$ cat src/rtl/uart_pkg.sv
`default_nettype none
// ============================================================================
// Module      : uart_pkg
// Description : Shared types and helpers for the oversampling UART receiver.
//               - uart_state_e : receiver FSM state encoding
//               - PARITY_EVEN / PARITY_ODD : parity sense constants
//               - calc_div()   : clocks per oversample tick (minimum 1)
//               - maj3()       : 2-of-3 majority vote
// Revision    : 1.0 - initial release
// ============================================================================
package uart_pkg;

    typedef enum logic [2:0] {
        ST_IDLE      = 3'd0,
        ST_START     = 3'd1,
        ST_DATA      = 3'd2,
        ST_PARITY    = 3'd3,
        ST_STOP      = 3'd4,
        ST_WAIT_HIGH = 3'd5
    } uart_state_e;

    localparam logic PARITY_EVEN = 1'b0;
    localparam logic PARITY_ODD  = 1'b1;

    // Integer division truncates; a very fast line still gets one tick per clock.
    function automatic int calc_div(input int clk_hz, input int baud, input int os);
        int d;
        d = clk_hz / (baud * os);
        if (d < 1) begin
            d = 1;
        end
        return d;
    endfunction

    function automatic logic maj3(input logic a, input logic b, input logic c);
        return (a & b) | (a & c) | (b & c);
    endfunction

endpackage
`default_nettype wire

$ cat src/rtl/uart_baud_tick.sv
`default_nettype none
// ============================================================================
// Module      : uart_baud_tick
// Description : Oversample tick generator. Emits a one-cycle tick every DIV
//               clocks while clr_i is low; clr_i holds the divider at zero so
//               the first tick after release lands DIV-1 clocks later.
// Ports       : clk     - system clock (rising edge)
//               rst_n   - synchronous active-low reset
//               clr_i   - synchronous clear / hold
//               tick_o  - one-cycle oversample strobe
// Revision    : 1.0 - initial release
// ============================================================================
module uart_baud_tick #(
    parameter int DIV = 1
) (
    input  logic clk,
    input  logic rst_n,
    input  logic clr_i,
    output logic tick_o
);

    localparam int            CW   = (DIV > 1) ? $clog2(DIV) : 1;
    localparam logic [CW-1:0] LAST = CW'(DIV - 1);

    logic [CW-1:0] cnt_q, cnt_d;

    always_comb begin
        cnt_d = cnt_q;
        if (clr_i || (cnt_q == LAST)) begin
            cnt_d = '0;
        end else begin
            cnt_d = cnt_q + 1'b1;
        end
    end

    always_ff @(posedge clk) begin
        if (!rst_n) begin
            cnt_q <= '0;
        end else begin
            cnt_q <= cnt_d;
        end
    end

    assign tick_o = !clr_i && (cnt_q == LAST);

endmodule
`default_nettype wire

$ cat src/rtl/uart_rx_os.sv
`default_nettype none
// ============================================================================
// Module      : uart_rx_os
// Description : Oversampling UART receiver with 2-of-3 majority bit voting,
//               one-deep holding register with valid/ready handshake, frame,
//               parity and overrun reporting.
// Config      : define UART_RX_PARITY_EN to include the parity bit and check;
//               otherwise rx_parity_err is tied low.
// Ports       : clk, rst_n (sync, active low), rxd (async line, idles high)
//               rx_data/rx_valid/rx_ready - received payload handshake
//               rx_frame_err, rx_parity_err - flags qualified by rx_valid
//               rx_overrun - frame(s) dropped since last handshake
//               rx_busy    - FSM not idle
// Revision    : 1.0 - initial release
// ============================================================================
module uart_rx_os #(
    parameter int CLOCK_SPEED = 100_000_000,
    parameter int BAUD_RATE   = 9600,
    parameter int OVERSAMPLE  = 16,
    parameter int DATA_BITS   = 8,
    parameter int STOP_BITS   = 1,
    parameter int PARITY_ODD  = 0
) (
    input  logic                 clk,
    input  logic                 rst_n,
    input  logic                 rxd,
    output logic [DATA_BITS-1:0] rx_data,
    output logic                 rx_valid,
    input  logic                 rx_ready,
    output logic                 rx_frame_err,
    output logic                 rx_parity_err,
    output logic                 rx_overrun,
    output logic                 rx_busy
);

    import uart_pkg::*;

    localparam int            DIV       = calc_div(CLOCK_SPEED, BAUD_RATE, OVERSAMPLE);
    localparam int            TW        = $clog2(OVERSAMPLE);
    localparam logic [TW-1:0] T_S0      = TW'(OVERSAMPLE / 2 - 1);
    localparam logic [TW-1:0] T_S1      = TW'(OVERSAMPLE / 2);
    localparam logic [TW-1:0] T_S2      = TW'(OVERSAMPLE / 2 + 1);
    localparam logic [TW-1:0] T_LAST    = TW'(OVERSAMPLE - 1);
    localparam logic [2:0]    LAST_BIT  = 3'(DATA_BITS - 1);
    localparam logic          LAST_STOP = 1'(STOP_BITS - 1);

    uart_state_e          state_q, state_d;
    logic                 rxd_meta_q, rxd_s_q;
    logic [TW-1:0]        tick_cnt_q, tick_cnt_d;
    logic [2:0]           bit_cnt_q, bit_cnt_d;
    logic                 stop_cnt_q, stop_cnt_d;
    logic                 samp0_q, samp0_d, samp1_q, samp1_d;
    logic [DATA_BITS-1:0] shift_q, shift_d;
    logic                 ferr_q, ferr_d;
    logic [DATA_BITS-1:0] data_q, data_d;
    logic                 valid_q, valid_d;
    logic                 oferr_q, oferr_d;
    logic                 ovr_q, ovr_d;
`ifdef UART_RX_PARITY_EN
    localparam logic      PAR_ODD = (PARITY_ODD != 0);
    logic                 perr_q, perr_d;
    logic                 operr_q, operr_d;
`endif

    logic tick, maj, mid, bit_end, hs, deliver;

    uart_baud_tick #(
        .DIV    (DIV)
    ) u_tick (
        .clk    (clk),
        .rst_n  (rst_n),
        .clr_i  (state_q == ST_IDLE),
        .tick_o (tick)
    );

    // Third vote comes straight from the line on the decision tick.
    assign maj     = maj3(samp0_q, samp1_q, rxd_s_q);
    assign mid     = tick && (tick_cnt_q == T_S2);
    assign bit_end = tick && (tick_cnt_q == T_LAST);
    assign hs      = valid_q && rx_ready;

    always_comb begin
        state_d    = state_q;
        tick_cnt_d = tick_cnt_q;
        bit_cnt_d  = bit_cnt_q;
        stop_cnt_d = stop_cnt_q;
        samp0_d    = samp0_q;
        samp1_d    = samp1_q;
        shift_d    = shift_q;
        ferr_d     = ferr_q;
        data_d     = data_q;
        valid_d    = valid_q;
        oferr_d    = oferr_q;
        ovr_d      = ovr_q;
        deliver    = 1'b0;
`ifdef UART_RX_PARITY_EN
        perr_d     = perr_q;
        operr_d    = operr_q;
`endif

        if (tick) begin
            if (tick_cnt_q == T_S0) samp0_d = rxd_s_q;
            if (tick_cnt_q == T_S1) samp1_d = rxd_s_q;
            tick_cnt_d = (tick_cnt_q == T_LAST) ? '0 : tick_cnt_q + 1'b1;
        end

        case (state_q)
            ST_IDLE: begin
                tick_cnt_d = '0;
                if (!rxd_s_q) begin
                    state_d    = ST_START;
                    bit_cnt_d  = '0;
                    stop_cnt_d = 1'b0;
                    ferr_d     = 1'b0;
`ifdef UART_RX_PARITY_EN
                    perr_d     = 1'b0;
`endif
                end
            end
            ST_START: begin
                if (mid && maj) begin
                    state_d = ST_IDLE;
                end else if (bit_end) begin
                    state_d = ST_DATA;
                end
            end
            ST_DATA: begin
                if (mid) begin
                    shift_d = {maj, shift_q[DATA_BITS-1:1]};
                end
                if (bit_end) begin
                    if (bit_cnt_q == LAST_BIT) begin
`ifdef UART_RX_PARITY_EN
                        state_d = ST_PARITY;
`else
                        state_d = ST_STOP;
`endif
                    end else begin
                        bit_cnt_d = bit_cnt_q + 3'd1;
                    end
                end
            end
`ifdef UART_RX_PARITY_EN
            ST_PARITY: begin
                if (mid) begin
                    perr_d = maj ^ (^shift_q) ^ PAR_ODD;
                end
                if (bit_end) begin
                    state_d = ST_STOP;
                end
            end
`endif
            ST_STOP: begin
                if (mid) begin
                    if (!maj) ferr_d = 1'b1;
                    // Leave on the last mid-sample so the next start edge is
                    // seen even with a short stop bit from the far end.
                    if (stop_cnt_q == LAST_STOP) begin
                        deliver = 1'b1;
                        state_d = ferr_d ? ST_WAIT_HIGH : ST_IDLE;
                    end
                end else if (bit_end) begin
                    stop_cnt_d = stop_cnt_q + 1'b1;
                end
            end
            ST_WAIT_HIGH: begin
                if (rxd_s_q) state_d = ST_IDLE;
            end
            default: state_d = ST_IDLE;
        endcase

        if (hs) begin
            valid_d = 1'b0;
            ovr_d   = 1'b0;
        end
        if (deliver) begin
            if (!valid_q || rx_ready) begin
                data_d  = shift_q;
                valid_d = 1'b1;
                oferr_d = ferr_d;
`ifdef UART_RX_PARITY_EN
                operr_d = perr_d;
`endif
            end else begin
                ovr_d = 1'b1;
            end
        end
    end

    always_ff @(posedge clk) begin
        if (!rst_n) begin
            state_q    <= ST_IDLE;
            rxd_meta_q <= 1'b1;
            rxd_s_q    <= 1'b1;
            tick_cnt_q <= '0;
            bit_cnt_q  <= '0;
            stop_cnt_q <= 1'b0;
            samp0_q    <= 1'b0;
            samp1_q    <= 1'b0;
            shift_q    <= '0;
            ferr_q     <= 1'b0;
            data_q     <= '0;
            valid_q    <= 1'b0;
            oferr_q    <= 1'b0;
            ovr_q      <= 1'b0;
`ifdef UART_RX_PARITY_EN
            perr_q     <= 1'b0;
            operr_q    <= 1'b0;
`endif
        end else begin
            state_q    <= state_d;
            rxd_meta_q <= rxd;
            rxd_s_q    <= rxd_meta_q;
            tick_cnt_q <= tick_cnt_d;
            bit_cnt_q  <= bit_cnt_d;
            stop_cnt_q <= stop_cnt_d;
            samp0_q    <= samp0_d;
            samp1_q    <= samp1_d;
            shift_q    <= shift_d;
            ferr_q     <= ferr_d;
            data_q     <= data_d;
            valid_q    <= valid_d;
            oferr_q    <= oferr_d;
            ovr_q      <= ovr_d;
`ifdef UART_RX_PARITY_EN
            perr_q     <= perr_d;
            operr_q    <= operr_d;
`endif
        end
    end

    assign rx_data      = data_q;
    assign rx_valid     = valid_q;
    assign rx_frame_err = oferr_q;
    assign rx_overrun   = ovr_q;
    assign rx_busy      = (state_q != ST_IDLE);
`ifdef UART_RX_PARITY_EN
    assign rx_parity_err = operr_q;
`else
    // Constant low; PARITY_ODD only has meaning when parity is compiled in.
    assign rx_parity_err = 1'b0 & (PARITY_ODD != 0);
`endif

endmodule
`default_nettype wire

$ cat config.mk
export PLATFORM = sky130hd
export DESIGN_NAME = uart_rx_os
export DESIGN_NICKNAME = d
export VERILOG_FILES = /design/src/rtl/uart_pkg.sv /design/src/rtl/uart_baud_tick.sv /design/src/rtl/uart_rx_os.sv
export SDC_FILE = /design/constraint.sdc
export NUM_CORES = 1
export LEC_CHECK = 0
export ABC_AREA = 1
export BUFFER_PORTS_ARGS = -buffer_cell sky130_fd_sc_hd__buf_4
export CORE_MARGIN = 4
export CORE_UTILIZATION = 60
export DETAILED_ROUTE_END_ITERATION = 8
export PLACE_DENSITY = 0.8
export SYNTH_ARGS = -nofsm -noshare
export SYNTH_HDL_FRONTEND = slang
export SYNTH_SLANG_ARGS = --single-unit
$ cat constraint.sdc
create_clock -name clk -period 2.65 [get_ports clk]
set_clock_uncertainty 0.15 [all_clocks]
set_input_delay 0 -clock clk [delete_from_list [all_inputs] [get_ports clk]]
set_output_delay 0 -clock clk [all_outputs]
set_load 0.05 [all_outputs]
# [Yosys cells after proc, flatten, opt, wreduce, memory -nomap -nowiden]
# Cells that the tools add are included.
[totals] out_inout_bits=13 elab_cells=101 regBits=45
[op_classes] add_sub_neg=4 reduce_logical=22 muxes=34 eq_ne=20 bitwise_logic=6
[ops] operator="$mux W3" n=12
[ops] operator="$ne A2 B2 Y1 const B" n=9
[ops] operator="$mux W1" n=17
[ops] operator="$pmux W3 S5" n=1
[ops] operator="$eq A4 B4 Y1 const B" n=3
[ops] operator="$add A10 B1 Y10 const B" n=1
[ops] operator="$eq A10 B10 Y1 const B" n=1
[ops] operator="$eq A3 B3 Y1 const B" n=3
[ops] operator="$reduce_and A2 Y1" n=4
[ops] operator="$reduce_and A4 Y1" n=2
[ops] operator="$reduce_and A7 Y1" n=1
[ops] operator="$pmux W3 S2" n=1
[ops] operator="$logic_and A1 B1 Y1" n=5
[ops] operator="$add A4 B1 Y4 const B" n=1
[ops] operator="$eq A4 B3 Y1 const B" n=1
[ops] operator="$mux W4" n=1
[ops] operator="$pmux W1 S2" n=2
[ops] operator="$reduce_bool A2 Y1" n=2
[ops] operator="$reduce_or A2 Y1" n=2
[ops] operator="$add A3 B1 Y3 const B" n=1
[ops] operator="$and A1 B1 Y1" n=3
[ops] operator="$eq A3 B1 Y1 const B" n=1
[ops] operator="$eq A3 B2 Y1 const B" n=1
[ops] operator="$logic_not A3 Y1" n=1
[ops] operator="7 further kinds" n=10

# [Longest topological paths before layout]
[depth] depth_word=10 depth_mapped=12 ltp_nobuf=12

# [By module]
# From an unflattened synthesis, not the netlist that was laid out.
[unflattened] cells_unflattened=296 hier_area_um2=2152.1
[by_module_without_submodules] module="uart_rx_os" cells_per_inst=228 n_inst=1 area_per_inst_um2=1627.8
[by_module_without_submodules] module="uart_baud_tick" cells_per_inst=68 n_inst=1 area_per_inst_um2=524.3

# [Least setup slack after synthesis]
# Ideal clock, no wire load.
[synth_path] kind="register -> register" from="register u_tick.cnt_q[0]" to="register oferr_q, in the netlist rx_frame_err" period_less_slack_ns=1.681 path_slack_ns=0.969 required_ns=2.388 setup_time_ns=0.112 path_stages_with_launch=13 t_arrival_ns=1.419 path_cell_list="dfxtp_1 > inv_1 > ha_1 > nand3_1 > inv_1 > nand3_4 > clkinv_4 > nand2_2 > inv_4 > o21ai_1 > nand2_1 > nor2_1 > nor2_1"
[synth_via] elab_chain_cells=6
[synth_lines] element="start: declaration" line="uart_baud_tick.sv:25" text="logic [CW-1:0] cnt_q, cnt_d;"
[synth_lines] element="start signal: assignment" line="uart_baud_tick.sv:40" text="cnt_q <= cnt_d;"
[synth_lines] element="$eq A10 B10 Y1 (*)" line="uart_baud_tick.sv:44" text="assign tick_o = !clr_i && (cnt_q == LAST);"
[synth_lines] element="$logic_and A1 B1 Y1 (*)" line="uart_baud_tick.sv:44"
[synth_lines] element="$logic_and A1 B1 Y1 (*)" line="uart_rx_os.sv:78" text="assign mid = tick && (tick_cnt_q == T_S2);"
[synth_lines] element="$mux W1" line="uart_rx_os.sv:154" text="if (mid) begin"
[synth_lines] element="$mux W1" line="uart_rx_os.sv:107" text="case (state_q)"
[synth_lines] element="$reduce_and A2 Y1 (no source line)"
[synth_lines] element="end signal: assignment" line="uart_rx_os.sv:223" text="oferr_q <= oferr_d;"
[synth_lines] element="end: declaration" line="uart_rx_os.sv:57" text="logic oferr_q, oferr_d;"
# Mark *: on every way between the ends. The rest lies on a longest branch, timed or not.
# A chain may end at the register's enable or synchronous reset.

# [Final worst setup path]
[layout_path] from="register u_tick.cnt_q[0]" to="register data_q[3], in the netlist rx_data[3]"
[layout_via] elab_chain_cells=6
[layout_lines] element="$eq A10 B10 Y1" line="uart_baud_tick.sv:44"
[layout_lines] element="$logic_and A1 B1 Y1" line="uart_baud_tick.sv:44"
[layout_lines] element="$logic_and A1 B1 Y1" line="uart_rx_os.sv:78"
[layout_lines] element="$mux W1" line="uart_rx_os.sv:154"
[layout_lines] element="$mux W1" line="uart_rx_os.sv:107"
[layout_lines] element="$reduce_and A2 Y1 (no source line)"
[layout_lines] element="end signal: assignment" line="uart_rx_os.sv:221" text="data_q <= data_d;"
[layout_lines] element="end: declaration" line="uart_rx_os.sv:55" text="logic [DATA_BITS-1:0] data_q, data_d;"
# Every way passes these cells.

==> metrics <==
period utilisation layout=77.62%; cell-by-cell trace of the critical path=inv_1, ha_1, nand3_1, nor3_2, nand4_1, nor2_2, nand2_2, nand2_1, a21oi_1; fraction of layout instances using a drive strength above 1=15.91%; drt wl/cell=between 10 and 15 µm; sequential share of power=44.3%; Die Y=67.68 µm; TritonRoute pass-1 iters=4; CTS tree=done; Switching Share=40.43%; CTS HTree Levels=2; Max Root-Sink Buffers=2; worst vdd ir=just over 0.0005 V; FF+latch count, synth=45; max incr delay on CP=380 ps; CP endpoint=rx_data[3]; Root Buffer=clkbuf_4; DRC viols=0; Mapped Nets=299; syn_area_per_cell=7.420 µm²; Max-Cap Viols=0; Top delay family on crit path=simple AND/OR/NAND/NOR gates; vias in the first global route=~1600; placed insts=~340; Finished Layout Cells=354; post-synthesis async set-or-reset flop share=0%; gpl congestion=0.7662; fin. max-slew vios=0; required time worst endpoint=~2700 ps; initial antenna violation count=0; Fin. Hold Viols=0; Skew-Pair Late Insertion Delay=370 ps; hpwl dp=3017 µm; instance count on the critical path=9; Worst Setup Start Kind=flop; Area Overhead vs Synth=10.36%; FP Rows=21; total die area=approximately 4600 µm²; warnings from Yosys=0; worst slew pin tran=~630 ps; max_slew headroom=58.05%; Setup TNS=0 ps; outcome=completed; Crit. Startpoint=u_tick.cnt_q[0]; Initial Util=63.05%; Final Routed Wirelength=roughly 4000 µm; FF-to-FF path depth=9; Hold Crit Class=input pin to flop; ys flop type=dfxtp_1; clock power share=19.1%; cell count after synthesis=288; Final Setup Violations=0; WS Path Type=flop to flop; Comb power frac=36.6%; Netlist cell types=37; CP Max Fanout=11; Overflow after GRT=0; Post-layout nets=318; Syn Std Cell Area=2137 µm²; Worst R2R Setup Slack=590 ps; RSZ-0062 raised after global routing=no; # IOs=17; total global-route track usage=19.83%; Cell Int Power=between 1 and 1.5 mW; # clock sinks=45; sequential fraction of the synthesis area=a little over two fifths; fmax=486.2 MHz; Die X=67.68 µm; clock-pin transition on the worst setup and hold timing paths=140 ps; Pwr Density=743.7 nW/µm²; first-pass GRT wire length=slightly below 7000 µm; Post-synth EDFFs=0; FF-to-FF End=rx_data[3]; core box area=3390 µm²; P_leak=0.9127 nW; Worst R2R Start=u_tick.cnt_q[0]; via count=1823; CTS Buf Count=5; Net Sw Power=between 700 and 800 µW; Critical Path Slowest Stage Cell=dfxtp_1; Worst EP arrival=around 2200 ps; Routed Antenna Nets=0; 1st-iter DRT viols=130; largest net degree at the start of global routing=23; clock period minus worst slack=2057 ps; Critical Path End Type=flop; Antenna Diode Count=0; Vias/cell=5.150; port bufs=15; Buf+Inv Stages, Crit Path=1
==> layout by cell type (no fill, tap or decap), drive strengths merged, types with 4 or more instances in the layout <==
cell type,count
o21ai,7
inv,38
nand3,27
nor2,34
dlygate4sd3,4
a21oi,33
nor3,6
buf,15
ha,7
dfxtp,45
nand4,7
clkbuf,5
or2,5
nand2,61
==> power by group through the flow <==
stage | clock network, mW | logic [mW] | registers (mW)
2_1_floorplan | 0 | 0.545 | 0.781
4_1_cts | 0.345 | 0.645 | 0.779
6_report | 0.334 | 0.642 | 0.778
3_3_place_gp | 0 | 0.630 | 0.789
5_1_grt | 0.381 | 0.738 | 0.787
3_5_place_dp | 0 | 0.638 | 0.795
==> worst min path at each step <==
| stage | startpoint | endpoint | cells past startpoint | slack, ps |
|---|---|---|---|---|
| floorplan | rxd | rxd_meta_q | 1 | -40 |
| global placement | rxd | rxd_meta_q | 2 | 40 |
| detailed placement | rxd | rxd_meta_q | 2 | 40 |
| CTS | rxd | rxd_meta_q | 3 | 200 |
| global route | rxd | rxd_meta_q | 3 | 220 |
| finish | rxd | rxd_meta_q | 3 | 210 |
==> per-layer routing <==
| layer | GRT usage, % | vias to the layer above | part of all wire [%] |
|---|---|---|---|
| met2 | 29.53 | 26 | 43 |
| met3 | 4.659 | 7 | 3.6 |
| li1 | - | 978 | - |
| met5 | 0 | - | 0 |
| met1 | 27.38 | 812 | 52 |
| met4 | 8.101 | 0 | 1.4 |
==> layout make-up <==
class / instances / area, µm²
sequential: 45 / 900.9
timing repair buffer: 19 / 152.6
multi-input combinational: 198 / 1039
inverter: 38 / 150.1
fill: 280 / 1031
clock buffer: 5 / 37.54
tap: 46 / 57.56
clock inverter: 3 / 21.27
==> synthesized netlist by cell type (4+ instances only) <==
library cell,count,area [µm²]
nand2_1,54,202.7
dfxtp_1,45,900.9
inv_1,33,123.9
a21oi_1,32,160.2
nor2_1,29,108.9
nand3_1,24,120.1
ha_1,7,87.58
nand2_2,6,37.54
nand4_1,6,37.54
o21ai_0,6,30.03
nor3_1,5,25.02
nor2_2,4,25.02
==> timing repair <==
action | 4_1_cts | 5_1_grt
endpoints found under the hold margin | 18 | 0
gates resized for setup | 0 | 0
hold buffers | 4 | 0
buffers inserted | 0 | 0
==> worst register-to-register path, stage by stage (launching register included) <==
cell	delay [ps]
dfxtp_1	380
inv_1	70
ha_1	130
nand3_1	100
nor3_2	190
nand4_1	170
nor2_2	350
nand2_2	220
nand2_1	120
a21oi_1	60
==> cells by family (layout without fill, tap and decap cells) <==
| group | Yosys count | after routing | synth area share (%) |
|---|---|---|---|
| AOI/OAI and AO/OA | 44 | 44 | 11.01 |
| buffers and inverters | 45 | 65 | 9.251 |
| and+or+nand+nor | 146 | 146 | 33.31 |
| other | 1 | 1 | 0.1755 |
| adders and majority gates | 7 | 7 | 4.098 |
| DFF | 45 | 45 | 42.15 |
==> sequential cells by signal, indices dropped and copies added, names as in the netlist, 3 cells and up <==
signal and count:
bit_cnt_q 3, shift_q 8, state_q 3, rx_data 8, tick_cnt_q 4, u_tick.cnt_q 10
==> metrics by stage <==
step	utilization [%]	area, µm²	power [mW]	hold slack (ps)	setup slack (ps)
after floorplan	-	2137	1.325	-43.42	969.2
after global placement	66.67	2260	1.420	41.82	672.1
after detailed placement	66.67	2260	1.433	43.61	560.7
after CTS	69.58	2359	1.769	201.0	555.4
after global routing	69.58	2359	1.905	222.5	324.4
final	69.58	2359	1.754	213.0	593.2
(Power assumes the default switching activity.)
